<file path="config.mk">
export PLATFORM = sky130hd
export DESIGN_NAME = comb_sweep_ctrl
export DESIGN_NICKNAME = d
export VERILOG_FILES = /design/src/rtl/comb_sweep_pkg.sv /design/src/rtl/settle_timer.sv /design/src/rtl/comb_sweep_ctrl.sv
export SDC_FILE = /design/constraint.sdc
export NUM_CORES = 1
export LEC_CHECK = 0
export CELL_PAD_IN_SITES_DETAIL_PLACEMENT = 1
export CELL_PAD_IN_SITES_GLOBAL_PLACEMENT = 1
export CORE_UTILIZATION = 40
export CTS_BUF_LIST = sky130_fd_sc_hd__clkbuf_2 sky130_fd_sc_hd__clkbuf_4 sky130_fd_sc_hd__clkbuf_8
export DETAILED_ROUTE_END_ITERATION = 6
export PLACE_DENSITY_LB_ADDON = 0.1
export SLEW_MARGIN = 40
export SYNTH_ARGS = -nofsm -noshare
export SYNTH_HDL_FRONTEND = slang
export SYNTH_SLANG_ARGS = --single-unit
export TNS_END_PERCENT = 20
</file>
<file path="constraint.sdc">
create_clock -name clk -period 5.3 [get_ports clk]
set_input_delay 1.06 -clock clk [delete_from_list [all_inputs] [get_ports clk]]
set_output_delay 1.06 -clock clk [all_outputs]
set_load 0.02 [all_outputs]
</file>
<file path="src/rtl/comb_sweep_pkg.sv">
// Shared types and defaults for the combinational sweep self-test sequencer.
//   state_t             : sequencer state encoding
//   DefaultExpectedMask : golden truth table of the default 3-input block (y=1 at vectors 1 and 4)
package comb_sweep_pkg;

  typedef enum logic [1:0] {
    StIdle,
    StSettle,
    StSample,
    StDone
  } state_t;

  localparam logic [7:0] DefaultExpectedMask = 8'b0001_0010;

endpackage

</file>
<file path="src/rtl/settle_timer.sv">
// Settle-time counter for the sweep sequencer.
// Ports:
//   clk_i   : clock
//   reset_i : synchronous active-high reset
//   clr_i   : force count to zero (takes priority over en_i)
//   en_i    : advance count by one
//   tc_o    : terminal count, high while count == SETTLE_CYCLES-1
module settle_timer #(
  parameter int unsigned SETTLE_CYCLES = 4
) (
  input  logic clk_i,
  input  logic reset_i,
  input  logic clr_i,
  input  logic en_i,
  output logic tc_o
);

  localparam int unsigned Width = $clog2(SETTLE_CYCLES + 1);
  localparam logic [Width-1:0] LastCount = Width'(SETTLE_CYCLES - 1);

  logic [Width-1:0] count_q;

  always_ff @(posedge clk_i) begin
    if (reset_i) begin
      count_q <= '0;
    end else if (clr_i) begin
      count_q <= '0;
    end else if (en_i) begin
      count_q <= count_q + 1'b1;
    end
  end

  assign tc_o = (count_q == LastCount);

endmodule

</file>
<file path="src/rtl/comb_sweep_ctrl.sv">
// Self-test sequencer for a small combinational block. Sweeps all 2**N_IN input vectors,
// holds each for SETTLE_CYCLES cycles, samples y_in and scores it against EXPECTED_MASK.
// Ports:
//   clk, reset       : clock, synchronous active-high reset
//   start            : level request, only honoured in idle
//   vec_out          : drives the block inputs (MSB = a ... LSB = c)
//   y_in             : block output under test
//   busy / done      : sweep in progress / one-cycle completion pulse
//   pass             : no mismatches, valid from done until the next accepted start
//   err_count        : mismatching vectors, saturates naturally at 2**N_IN (N_IN+1 bits)
//   first_err_valid  : a mismatch has been seen this sweep
//   first_err_idx    : lowest failing vector
//   result_mask      : captured y per vector
module comb_sweep_ctrl
  import comb_sweep_pkg::*;
#(
  parameter int unsigned          N_IN          = 3,
  parameter int unsigned          SETTLE_CYCLES = 4,
  parameter logic [2**N_IN-1:0]   EXPECTED_MASK = DefaultExpectedMask
) (
  input  logic                 clk,
  input  logic                 reset,
  input  logic                 start,
  output logic [N_IN-1:0]      vec_out,
  input  logic                 y_in,
  output logic                 busy,
  output logic                 done,
  output logic                 pass,
  output logic [N_IN:0]        err_count,
  output logic                 first_err_valid,
  output logic [N_IN-1:0]      first_err_idx,
  output logic [2**N_IN-1:0]   result_mask
);

  localparam logic [N_IN-1:0] LastIdx = N_IN'(2**N_IN - 1);

  state_t              state_q;
  logic [N_IN-1:0]     idx_q;
  logic [N_IN-1:0]     vec_q;
  logic                busy_q;
  logic                done_q;
  logic                pass_q;
  logic [N_IN:0]       err_q;
  logic                fev_q;
  logic [N_IN-1:0]     fei_q;
  logic [2**N_IN-1:0]  mask_q;

  logic timer_clr;
  logic timer_en;
  logic timer_tc;
  logic mismatch;

  // Timer is held clear outside SETTLE so every vector starts counting from zero.
  assign timer_clr = (state_q == StIdle) || (state_q == StSample);
  assign timer_en  = (state_q == StSettle);
  assign mismatch  = (y_in != EXPECTED_MASK[idx_q]);

  settle_timer #(
    .SETTLE_CYCLES (SETTLE_CYCLES)
  ) u_settle_timer (
    .clk_i   (clk),
    .reset_i (reset),
    .clr_i   (timer_clr),
    .en_i    (timer_en),
    .tc_o    (timer_tc)
  );

  always_ff @(posedge clk) begin
    if (reset) begin
      state_q <= StIdle;
      idx_q   <= '0;
      vec_q   <= '0;
      busy_q  <= 1'b0;
      done_q  <= 1'b0;
      pass_q  <= 1'b0;
      err_q   <= '0;
      fev_q   <= 1'b0;
      fei_q   <= '0;
      mask_q  <= '0;
    end else begin
      done_q <= 1'b0;
      unique case (state_q)
        StIdle: begin
          vec_q <= '0;
          if (start) begin
            state_q <= StSettle;
            idx_q   <= '0;
            busy_q  <= 1'b1;
            pass_q  <= 1'b0;
            err_q   <= '0;
            fev_q   <= 1'b0;
            fei_q   <= '0;
            mask_q  <= '0;
          end
        end
        StSettle: begin
          if (timer_tc) begin
            state_q <= StSample;
          end
        end
        StSample: begin
          mask_q[idx_q] <= y_in;
          if (mismatch) begin
            err_q <= err_q + 1'b1;
            if (!fev_q) begin
              fev_q <= 1'b1;
              fei_q <= idx_q;
            end
          end
          // Explicit last-vector compare keeps idx_q from wrapping back to zero.
          if (idx_q == LastIdx) begin
            state_q <= StDone;
            done_q  <= 1'b1;
            busy_q  <= 1'b0;
            pass_q  <= (err_q == '0) && !mismatch;
          end else begin
            idx_q   <= idx_q + 1'b1;
            vec_q   <= idx_q + 1'b1;
            state_q <= StSettle;
          end
        end
        StDone: begin
          state_q <= StIdle;
          vec_q   <= '0;
        end
        default: state_q <= StIdle;
      endcase
    end
  end

  assign vec_out         = vec_q;
  assign busy            = busy_q;
  assign done            = done_q;
  assign pass            = pass_q;
  assign err_count       = err_q;
  assign first_err_valid = fev_q;
  assign first_err_idx   = fei_q;
  assign result_mask     = mask_q;

endmodule
</file>
==> flow_summary.ini <==
[run_status]
outcome = finished clean

[clocking]
cts_max_level = 2
numCtsBuffers = 5
clock_latency_ns = 0.33
cts_repair_resize_count = 0
clk_pin_slew_ns = 0.10
clock_sinks = 31
post-cts-setup-buffer-count = 0
cts-root-buf = clkbuf_4
hold_buffers = 0
clk_path_buf_depth = 2
cts_tree = done

[timing]
clock.fmax_ghz = 0.4103
finalClockSkew_ns = 0.004613
min_period_ns = 2.438
finalSetupViolCount = 0
tightest_slew_ns = 0.5337
slew_viol_final = 0
fin_setup_tns_ns = 0
slew_headroom_pct = 63.72
period_share_pct = 45.99
rsz0062_at_grt = no
finalHoldViolCount = 0

[final_layout]
nets = 206
regArea_um2 = 620.6
drive_above_1_share_pct = 8.808
stdcell_count = 239
antenna_cells = 0
area_delta_synth_final_pct = 22.75
multi_input_area_um2 = 772.0
final.fill_count = 424

[worst_setup_path]
path_max_fanout = 5
r2r_setup_slack_ns = 3.09
worst_setup_path_end_kind = output port
r2r-end = first_err_idx[1]
crit_slowest_cell = clkdlybuf4s50_1
reg2regPathDepth = 7
cp.arrival_ns = 1.38
critPathRequiredTime_ns = 4.24
cp-start-kind = flop
critPathTopFamily = buffers and inverters
cp-startpoint = err_count[3]
crit_type = reg -> out
r2r-start = state_q[0]
slowest_delay_ns = 0.63
crit_chain = clkdlybuf4s50_1
critical_path_buf_inv_count = 1

[hold_path]
min_to = u_settle_timer.count_q[2]
hold_depth = 2
worstHoldPathType = reg -> reg
hp-start = u_settle_timer.count_q[2]

[detailed_routing]
drt-pass1-iter-count = 4
drtIter0Drc = 50
vias_per_cell = 5.318
ant_nets = 0
routedWlPerCell_um = 14.59
wirelength_um = 3487
drc_errors = 0
vias = 1271

[synthesis]
yosys.area.top_type = dfxtp_1
synthCells = 166
synth-async-reset-ratio_pct = 0
syn-num-nets = 180
yosysMostFrequentCell = dfxtp_1
ys_types = 33
yosysSeqAreaShare_pct = 42.58
synth_area_leaders = dfxtp_1, ha_1, nor2_1
ys_ff_latch = 31
ys_top_cells_by_count = dfxtp_1, nor2_1, a21oi_1
syn_area_um2 = 1458
synth-edff-count = 0
synth_ff_type = dfxtp_1
avgSynthCellArea_um2 = 8.781
synth_top_area_share_pct = 42.58
yosys_warnings = 0

[power]
power_frac_seq_pct = 42.8
p_sw_uw = 246.6
internal_power_uw = 380.6
combPwrFrac_pct = 36.2
p_per_area_nw_per_um2 = 350.6
ir_drop_mv = 0.2008
leakagePower_nw = 0.6216
p_clk_share_pct = 21.1
p_sw_share_pct = 39.32

[grt]
grtUsageTotal_pct = 20.19
grt_pass1_wl_um = 6258
grt_pass1_vias = 1353
antenna_found_initial = 0
grt.overflow.total = 0
grt_max_degree = 30

[flow_run]
cap_violations = 0

[floorplanning]
core_um2 = 3416
fp.dieArea_um2 = 3889
io_pins = 26
die_y_um = 62.37
rows = 21
die_x_um = 62.37
start_util_pct = 42.67

[placed_design]
gp_congestion = 0.7730
io_buffer_count = 25
dp_cells = 231
dp_hpwl_um = 2588
==> cell usage in the layout, fill, tap and decap left out <==
master           count
dfxtp_1             31
nor2_1              25
clkdlybuf4s50_1     24
a21oi_1             14
inv_1               10
ha_1                10
a22oi_1              9
o21ai_0              8
a211oi_1             8
nand2_1              7
a32oi_1              6
nand3_1              5
clkbuf_4             5
xnor2_1              3
clkinv_2             3
nand2b_1             2
or3_1                2
and2_1               2
a311oi_1             2
nor2b_1              2
and2b_1              1
mux2i_2              1
or2_2                1
a22oi_2              1
inv_2                1
a31oi_1              1
nor3_1               1
nand4_1              1
a21o_2               1
nor4_2               1
nor2_4               1
mux2i_1              1
nor3_2               1
nand3b_1             1
buf_2                1
==> metal layers <==
metal	routed length [µm]	GRT usage (%)	vias up
met5	0	0	-
met2	1712	35.85	25
li1	-	-	645
met3	125	4.963	6
met1	1599	23.48	595
met4	50	6.977	0
==> layout make-up <==
class	count	area share, %
inverter	11	2.308
timing repair buffer	25	13.71
tap	46	3.217
multi-input combinational	118	43.15
clock inverter	3	0.8392
sequential	31	34.69
clock buffer	5	2.098
==> power groups by stage <==
| stage | Clock [mW] | Sequential, mW | Combinational, mW |
|---|---|---|---|
| final | 0.132 | 0.268 | 0.227 |
| after global routing | 0.148 | 0.271 | 0.254 |
| after CTS | 0.139 | 0.269 | 0.229 |
| after detailed placement | 0 | 0.274 | 0.228 |
| after global placement | 0 | 0.271 | 0.215 |
| after floorplan | 0 | 0.279 | 0.158 |
==> worst max-delay path by stage <==
stage | to | slack (ns) | depth (start not counted)
floorplan | first_err_idx[2] | 3.28 | 5
global placement | u_settle_timer.count_q[2] | 2.44 | 3
detailed placement | first_err_idx[2] | 2.52 | 6
CTS | err_count[3] | 2.84 | 1
global route | result_mask[7] | 2.75 | 5
finish | err_count[3] | 2.86 | 1
==> metrics by stage <==
step                area [µm²]  utilization (%)  hold slack, ns  total power [mW]  setup WS (ns)
finish                    1789            52.38          0.4892            0.6272          2.862
global route              1789            52.38          0.5113            0.6726          2.749
CTS                       1789            52.38          0.4985            0.6360          2.840
detailed placement        1737            50.84          0.4831            0.5014          2.523
global placement          1742            50.99          0.4599            0.4859          2.445
floorplan                 1458                -          0.4486            0.4369          3.280
==> kinds of logic (layout without fill, tap and decap cells) <==
logic type | Yosys count | after routing | share of synthesized area, %
flops | 31 | 31 | 42.58
xor+xnor | 3 | 3 | 1.803
fa+ha+maj | 10 | 10 | 8.584
compound gates | 50 | 50 | 23.00
simple gates | 53 | 53 | 17.94
buf+inv | 17 | 44 | 4.463
mux | 2 | 2 | 1.631
==> state kept, by name (all words and copies together), names as in the netlist, named ones only <==
signal	cells
idx_q	3
vec_out	3
err_count	4
state_q	2
first_err_valid	1
result_mask	8
done	1
u_settle_timer.count_q	3
pass	1
busy	1
first_err_idx	3
No activity file was read; power rests on OpenSTA's default activity.
